[src/rtl/tiny_alu_arbiter.sv]
// tiny_alu_arbiter: round-robin front end that shares one tiny_alu between
// NUM_REQ requesters. One operation is in flight at a time:
// IDLE (grant) -> ISSUE (start pulse) -> WAIT (done) -> RESP (response).
// Optional feature macro: TINY_ALU_ARB_TIMEOUT_EN adds a WAIT watchdog that
// returns an error response after TIMEOUT_CYCLES cycles without done.

package tiny_alu_pkg;
  localparam int unsigned OPCODE_BITS = 3;

  localparam logic [OPCODE_BITS-1:0] NOP_OP = 3'd0;
  localparam logic [OPCODE_BITS-1:0] ADD_OP = 3'd1;
  localparam logic [OPCODE_BITS-1:0] SUB_OP = 3'd2;
  localparam logic [OPCODE_BITS-1:0] MUL_OP = 3'd3;
  localparam logic [OPCODE_BITS-1:0] AND_OP = 3'd4;
  localparam logic [OPCODE_BITS-1:0] OR_OP  = 3'd5;
  localparam logic [OPCODE_BITS-1:0] XOR_OP = 3'd6;
endpackage

module tiny_alu_arbiter
  import tiny_alu_pkg::*;
#(
  parameter int unsigned NUM_REQ         = 4,
  parameter int unsigned INPUT_DATA_BITS = 8,
  parameter int unsigned ID_BITS         = 2,
  parameter int unsigned TIMEOUT_CYCLES  = 15
) (
  input  logic                                 clk_i,
  input  logic                                 reset_n_i,
  input  logic [NUM_REQ-1:0]                   req_valid_i,
  output logic [NUM_REQ-1:0]                   req_ready_o,
  input  logic [NUM_REQ*INPUT_DATA_BITS-1:0]   req_a_i,
  input  logic [NUM_REQ*INPUT_DATA_BITS-1:0]   req_b_i,
  input  logic [NUM_REQ*OPCODE_BITS-1:0]       req_opcode_i,
  output logic                                 alu_start_o,
  output logic [INPUT_DATA_BITS-1:0]           alu_a_o,
  output logic [INPUT_DATA_BITS-1:0]           alu_b_o,
  output logic [OPCODE_BITS-1:0]               alu_opcode_o,
  input  logic                                 alu_done_i,
  input  logic [2*INPUT_DATA_BITS-1:0]         alu_result_i,
  output logic                                 rsp_valid_o,
  input  logic                                 rsp_ready_i,
  output logic [ID_BITS-1:0]                   rsp_id_o,
  output logic [2*INPUT_DATA_BITS-1:0]         rsp_result_o,
  output logic                                 rsp_err_o
);

  localparam int unsigned RES_BITS = 2 * INPUT_DATA_BITS;

  // Elaboration-time parameter sanity checks.
  if (NUM_REQ < 2 || NUM_REQ > 16) begin : g_bad_num_req
    $error("tiny_alu_arbiter: NUM_REQ must be in 2..16");
  end
  if (ID_BITS < $clog2(NUM_REQ)) begin : g_bad_id_bits
    $error("tiny_alu_arbiter: ID_BITS too small for NUM_REQ");
  end
  if (TIMEOUT_CYCLES < 1 || TIMEOUT_CYCLES > 255) begin : g_bad_timeout
    $error("tiny_alu_arbiter: TIMEOUT_CYCLES must be in 1..255");
  end

  typedef enum logic [1:0] {
    ST_IDLE,
    ST_ISSUE,
    ST_WAIT,
    ST_RESP
  } state_t;

  state_t state, state_next;

  logic [ID_BITS-1:0]         rr_ptr;
  logic [INPUT_DATA_BITS-1:0] cap_a;
  logic [INPUT_DATA_BITS-1:0] cap_b;
  logic [OPCODE_BITS-1:0]     cap_op;
  logic [ID_BITS-1:0]         cap_id;
  logic [RES_BITS-1:0]        result_q;
  logic                       wd_expired;

  logic [2*NUM_REQ-1:0]       valid_dbl;
  logic [NUM_REQ-1:0]         valid_rot;
  logic                       grant_found;
  logic [ID_BITS-1:0]         grant_idx;
  int unsigned                grant_sum;

  logic [INPUT_DATA_BITS-1:0] sel_a;
  logic [INPUT_DATA_BITS-1:0] sel_b;
  logic [OPCODE_BITS-1:0]     sel_op;
  logic [ID_BITS-1:0]         ptr_after;

  // Round-robin search: rotate valids so rr_ptr lands on bit 0, take the
  // first set bit, then rotate the index back into requester space.
  always_comb begin
    valid_dbl   = {req_valid_i, req_valid_i} >> rr_ptr;
    valid_rot   = valid_dbl[NUM_REQ-1:0];
    grant_found = 1'b0;
    grant_sum   = 0;
    for (int unsigned i = 0; i < NUM_REQ; i++) begin
      if (!grant_found && valid_rot[i]) begin
        grant_found = 1'b1;
        grant_sum   = 32'(rr_ptr) + i;
      end
    end
    if (grant_sum >= NUM_REQ) begin
      grant_sum = grant_sum - NUM_REQ;
    end
    grant_idx = ID_BITS'(grant_sum);
  end

  // Payload mux for the granted requester.
  always_comb begin
    sel_a  = '0;
    sel_b  = '0;
    sel_op = '0;
    for (int unsigned i = 0; i < NUM_REQ; i++) begin
      if (ID_BITS'(i) == grant_idx) begin
        sel_a  = req_a_i[i*INPUT_DATA_BITS +: INPUT_DATA_BITS];
        sel_b  = req_b_i[i*INPUT_DATA_BITS +: INPUT_DATA_BITS];
        sel_op = req_opcode_i[i*OPCODE_BITS +: OPCODE_BITS];
      end
    end
  end

  // Ready is offered only in IDLE and only to the granted requester.
  always_comb begin
    req_ready_o = '0;
    if (state == ST_IDLE && grant_found) begin
      req_ready_o = {{(NUM_REQ-1){1'b0}}, 1'b1} << grant_idx;
    end
  end

  // Pointer moves to the requester just after the one that was served.
  always_comb begin
    ptr_after = cap_id + 1'b1;
    if (cap_id == ID_BITS'(NUM_REQ - 1)) begin
      ptr_after = '0;
    end
  end

  // State register.
  always_ff @(posedge clk_i or negedge reset_n_i) begin
    if (!reset_n_i) begin
      state <= ST_IDLE;
    end else begin
      state <= state_next;
    end
  end

  // Next-state logic; done wins over a simultaneous watchdog expiry.
  always_comb begin
    state_next = state;
    case (state)
      ST_IDLE:  if (grant_found) state_next = ST_ISSUE;
      ST_ISSUE: state_next = ST_WAIT;
      ST_WAIT:  if (alu_done_i || wd_expired) state_next = ST_RESP;
      ST_RESP:  if (rsp_ready_i) state_next = ST_IDLE;
      default:  state_next = ST_IDLE;
    endcase
  end

  // Capture request payload, ALU result and advance the round-robin pointer.
  always_ff @(posedge clk_i or negedge reset_n_i) begin
    if (!reset_n_i) begin
      cap_a    <= '0;
      cap_b    <= '0;
      cap_op   <= '0;
      cap_id   <= '0;
      result_q <= '0;
      rr_ptr   <= '0;
    end else begin
      case (state)
        ST_IDLE: begin
          if (grant_found) begin
            cap_a  <= sel_a;
            cap_b  <= sel_b;
            cap_op <= sel_op;
            cap_id <= grant_idx;
          end
        end
        ST_WAIT: begin
          if (alu_done_i) begin
            result_q <= alu_result_i;
          end else if (wd_expired) begin
            result_q <= '0;
          end
        end
        ST_RESP: begin
          if (rsp_ready_i) begin
            rr_ptr <= ptr_after;
          end
        end
        default: ;
      endcase
    end
  end

`ifdef TINY_ALU_ARB_TIMEOUT_EN
  logic [7:0] wd_cnt;
  logic       err_q;

  assign wd_expired = (state == ST_WAIT) && (wd_cnt == 8'(TIMEOUT_CYCLES - 1));

  // Watchdog counts WAIT cycles; err reflects how the last WAIT ended.
  always_ff @(posedge clk_i or negedge reset_n_i) begin
    if (!reset_n_i) begin
      wd_cnt <= '0;
      err_q  <= 1'b0;
    end else begin
      case (state)
        ST_ISSUE: wd_cnt <= '0;
        ST_WAIT: begin
          wd_cnt <= wd_cnt + 8'd1;
          if (alu_done_i) begin
            err_q <= 1'b0;
          end else if (wd_expired) begin
            err_q <= 1'b1;
          end
        end
        default: ;
      endcase
    end
  end

  assign rsp_err_o = err_q;
`else
  assign wd_expired = 1'b0;
  assign rsp_err_o  = 1'b0;
`endif

  assign alu_start_o  = (state == ST_ISSUE);
  assign alu_a_o      = cap_a;
  assign alu_b_o      = cap_b;
  assign alu_opcode_o = cap_op;
  assign rsp_valid_o  = (state == ST_RESP);
  assign rsp_id_o     = cap_id;
  assign rsp_result_o = result_q;

endmodule
[config.mk]
export PLATFORM = sky130hd
export DESIGN_NAME = tiny_alu_arbiter
export DESIGN_NICKNAME = d
export VERILOG_FILES = /design/src/rtl/tiny_alu_arbiter.sv
export SDC_FILE = /design/constraint.sdc
export NUM_CORES = 1
export LEC_CHECK = 0
export ABC_AREA = 0
export ABC_CLOCK_PERIOD_IN_PS = 1700
export BUFFER_PORTS_ARGS = -buffer_cell sky130_fd_sc_hd__buf_4
export CAP_MARGIN = 0
export CORE_MARGIN = 5
export CORE_UTILIZATION = 40
export DETAILED_ROUTE_END_ITERATION = 6
export PLACE_DENSITY = 0.81
export SLEW_MARGIN = 20
export SYNTH_ARGS = -nofsm -noshare
export SYNTH_HDL_FRONTEND = slang
export SYNTH_SLANG_ARGS = --single-unit
[constraint.sdc]
create_clock -name clk_i -period 1.7 [get_ports clk_i]
set_input_delay 0.17 -clock clk_i [delete_from_list [all_inputs] [get_ports clk_i]]
set_output_delay 0.17 -clock clk_i [all_outputs]
set_load 0.02 [all_outputs]
==> metrics.cfg <==
[detailed_routing]
vias=2578
initialDrtViolationCount=129
ant_nets=0
drt-vias-per-instance=5.38
drc=0
first_pass_iters=4
routedWlPerCell_um=17.8
routed_wirelength_mm=8.51

[synth]
ys_top_cells_by_count=41 x dfrtp_1, 37 x nand2_1, 20 x mux2i_1, 18 x mux2_2, 11 x o21ai_0
syn_inst=230
syn-cell-area_um2=2440
synth_seq_area_share_pct=42.1
synth_cell_types=33
async_flop_share_pct=100
synth_edf_count=0
post_synth.cell_area_avg_um2=10.6
synth_top_area_share_pct=42.1
yosysWarningCount=0
synth_nets=336
synthFlopType=dfrtp_1
netlist_top_cells_area=dfrtp_1 42%, mux2_2 8.3%, mux2i_1 8.2%, o221ai_2 6.2%, nand2_1 5.7%
synth_top_cell_by_area=dfrtp_1
yosys.cell_count.top_type=dfrtp_1
ys_ff_latch=41

[die]
pin_count=144
start_util_pct=41.2
die_h_um=88.1
core-area_um2=5920
die_x_um=88.1
die-area_um2=7760
rows=28

[sta]
fin_crit_sh_pct=108
max_freq_mhz=545
maxSlewViolCount=0
finClkSkew_ps=9.12
hold_viol_final=0
slew_headroom_pct=56.3
rsz0062_at_grt=true
tightest_slew_ps=649
layout_setup_ws_ps=-134
period_minus_slack_ps=1830
finalSetupViolations=23

[min_path]
hp-start=req_opcode_i[9]
hp-class=input pin to flop
hold_depth=2
hold_end=alu_opcode_o[0]

[global_routing]
track_usage_pct=20.6
grt-ovfl-total=0
antenna_found_initial=0
grt_pass1_wl_mm=12.5
grt_pass1_vias=2663
grt_max_degree=42

[finish]
nFillCells=415
area_growth_pct=77.2
postLayoutCellArea_um2=4320
nets=509
drive_gt1_share_pct=64.1
antenna_cells=0

[place]
dpl.hpwl_mm=6.12
portBuffers=142
finalWeightedCongestion=0.852
place_area_um2=3760

[power]
power_density_nw_per_um2=1750
switching_share_pct=40.4
p_clk_share_pct=10.9
p_comb_share_pct=65.8
internal_power_mw=4.50
seqPwrFrac_pct=23.3
ir_drop_mv=0.996
total_power_mw=7.54
leakage_nw=2.06
power.switching_mw=3.04

[critical_path]
cp.required_ps=1530
regToRegEndpoint=alu_a_o[4]
cp.buffers_inverters=3
cp_slowest_cell=dfrtp_1
cp_max_fo=8
arrival_ps=1660
reg2reg_from=rr_ptr[0]
crit_top_cell=buf_4
worstSetupStartpointType=flop
rr_worst_depth=9
critical_path_class=flop to output pin
regToRegSetupSlack_ps=-110
critPathTopFamily=buffers and inverters
cp_cell_sequence=nor2b_4 > buf_4 > a211oi_4 > nor2_2 > buf_6 > nor3_2 > buf_4
critPathMaxStageDelay_ps=410
crit_path_end_kind=output pin

[status]
violations=negative setup slack
status=complete, but fails checks

[clocking]
cts_tree=done
cts_root_buffer=clkbuf_8
clockBufferDepth=2
clkLatencyLatePin_ps=290
path_clk_slew_ps=80
htree_levels=2
cts_buffers=5
cts_sinks=41

[flow_run]
drv_cap=0

[metrics by stage]
stage	util, %	hold slack (ps)	setup TNS, ps	std cells	setup WS [ps]
global placement	63.5	187	-1680	456	-93.5
finish	73.0	83.9	-1730	479	-134
floorplan	-	-126	0	230	9.23
global route	73.0	76.4	-3420	479	-230
detailed placement	63.5	188	-2600	456	-149
CTS	70.6	76.3	-980	476	-139
[worst max path at each step]
| stage | slack, ps | to | start | depth (start not counted) |
|---|---|---|---|---|
| after floorplan | 9 | rsp_result_o[10] | state[0] | 5 |
| after global placement | -90 | alu_opcode_o[0] | rr_ptr[1] | 5 |
| after detailed placement | -150 | alu_a_o[3] | rr_ptr[1] | 7 |
| after CTS | -140 | req_ready_o[1] | rr_ptr[0] | 6 |
| after global routing | -230 | req_ready_o[1] | rr_ptr[0] | 5 |
| final | -130 | req_ready_o[1] | rr_ptr[0] | 7 |
[cells by family after synthesis]
logic type                 count (synthesis)  share of synthesized area (%)
AOI/OAI and AO/OA                         60                           21.6
adders and majority gates                  6                           3.08
buffers and inverters                     25                           5.85
DFF                                       41                           42.1
muxes                                     38                           16.5
other                                      1                          0.154
and+or+nand+nor                           59                           10.7
[layer usage]
layer	vias to the layer above	track usage [%]	wire [µm]
met2	137	36.3	4410
met4	0	5.22	93
met1	1247	24.6	3090
met3	9	6.30	917
met5	-	0	0
li1	1185	-	-
[power groups by stage]
stage | clock, mW | combinational (mW) | sequential, mW
after CTS | 0.846 | 4.73 | 1.76
final | 0.819 | 4.96 | 1.76
after global routing | 0.887 | 5.31 | 1.83
after global placement | 0 | 4.09 | 1.74
after floorplan | 0 | 1.94 | 2.26
after detailed placement | 0 | 4.21 | 1.77
[area by class of cell]
type / count / area (µm²) / area share, %
multi-input combinational: 164 / 1540 / 35.7
sequential: 41 / 1030 / 23.7
inverter: 6 / 22.5 / 0.521
timing repair buffer: 185 / 1520 / 35.1
clock inverter: 1 / 30.0 / 0.695
clock buffer: 7 / 86.3 / 2.00
tap: 75 / 93.8 / 2.17
[state kept, by name, summed over array words and instances (netlist names)]
| register | count |
|---|---|
| rsp_id_o | 2 |
| rr_ptr | 2 |
| alu_opcode_o | 3 |
| alu_a_o | 8 |
| state | 2 |
| rsp_result_o | 16 |
| alu_b_o | 8 |
[worst reg2reg max path: stages (launching register included)]
cell	delay, ps
dfrtp_1	420
nand2b_4	180
a21oi_4	160
a211oi_4	70
buf_6	140
buf_4	130
buf_6	110
buf_6	110
a211oi_1	290
a211o_1	150
[what timing repair did]
item	4_1_cts	5_1_grt
pin swaps	17	10
gates cloned	1	0
setup endpoints to repair	23	24
endpoints found under the hold margin	41	0
buffers inserted	10	4
hold buffers	1	0
resized for setup	46	23
[layout by cell type (no fill, tap or decap), types with 3 or more instances in the layout]
| master | instances |
|---|---|
| a211o_1 | 10 |
| a211oi_1 | 7 |
| buf_12 | 4 |
| buf_4 | 166 |
| buf_6 | 11 |
| clkbuf_8 | 6 |
| dfrtp_1 | 41 |
| ha_1 | 5 |
| inv_1 | 4 |
| mux2_2 | 18 |
| mux2i_1 | 3 |
| mux2i_2 | 5 |
| mux2i_4 | 12 |
| nand2_1 | 36 |
| nand3_1 | 9 |
| o21ai_0 | 9 |
| o221ai_2 | 10 |
| o31ai_1 | 7 |
| o31ai_2 | 3 |
Note: power is estimated with default switching activity, not from simulation.
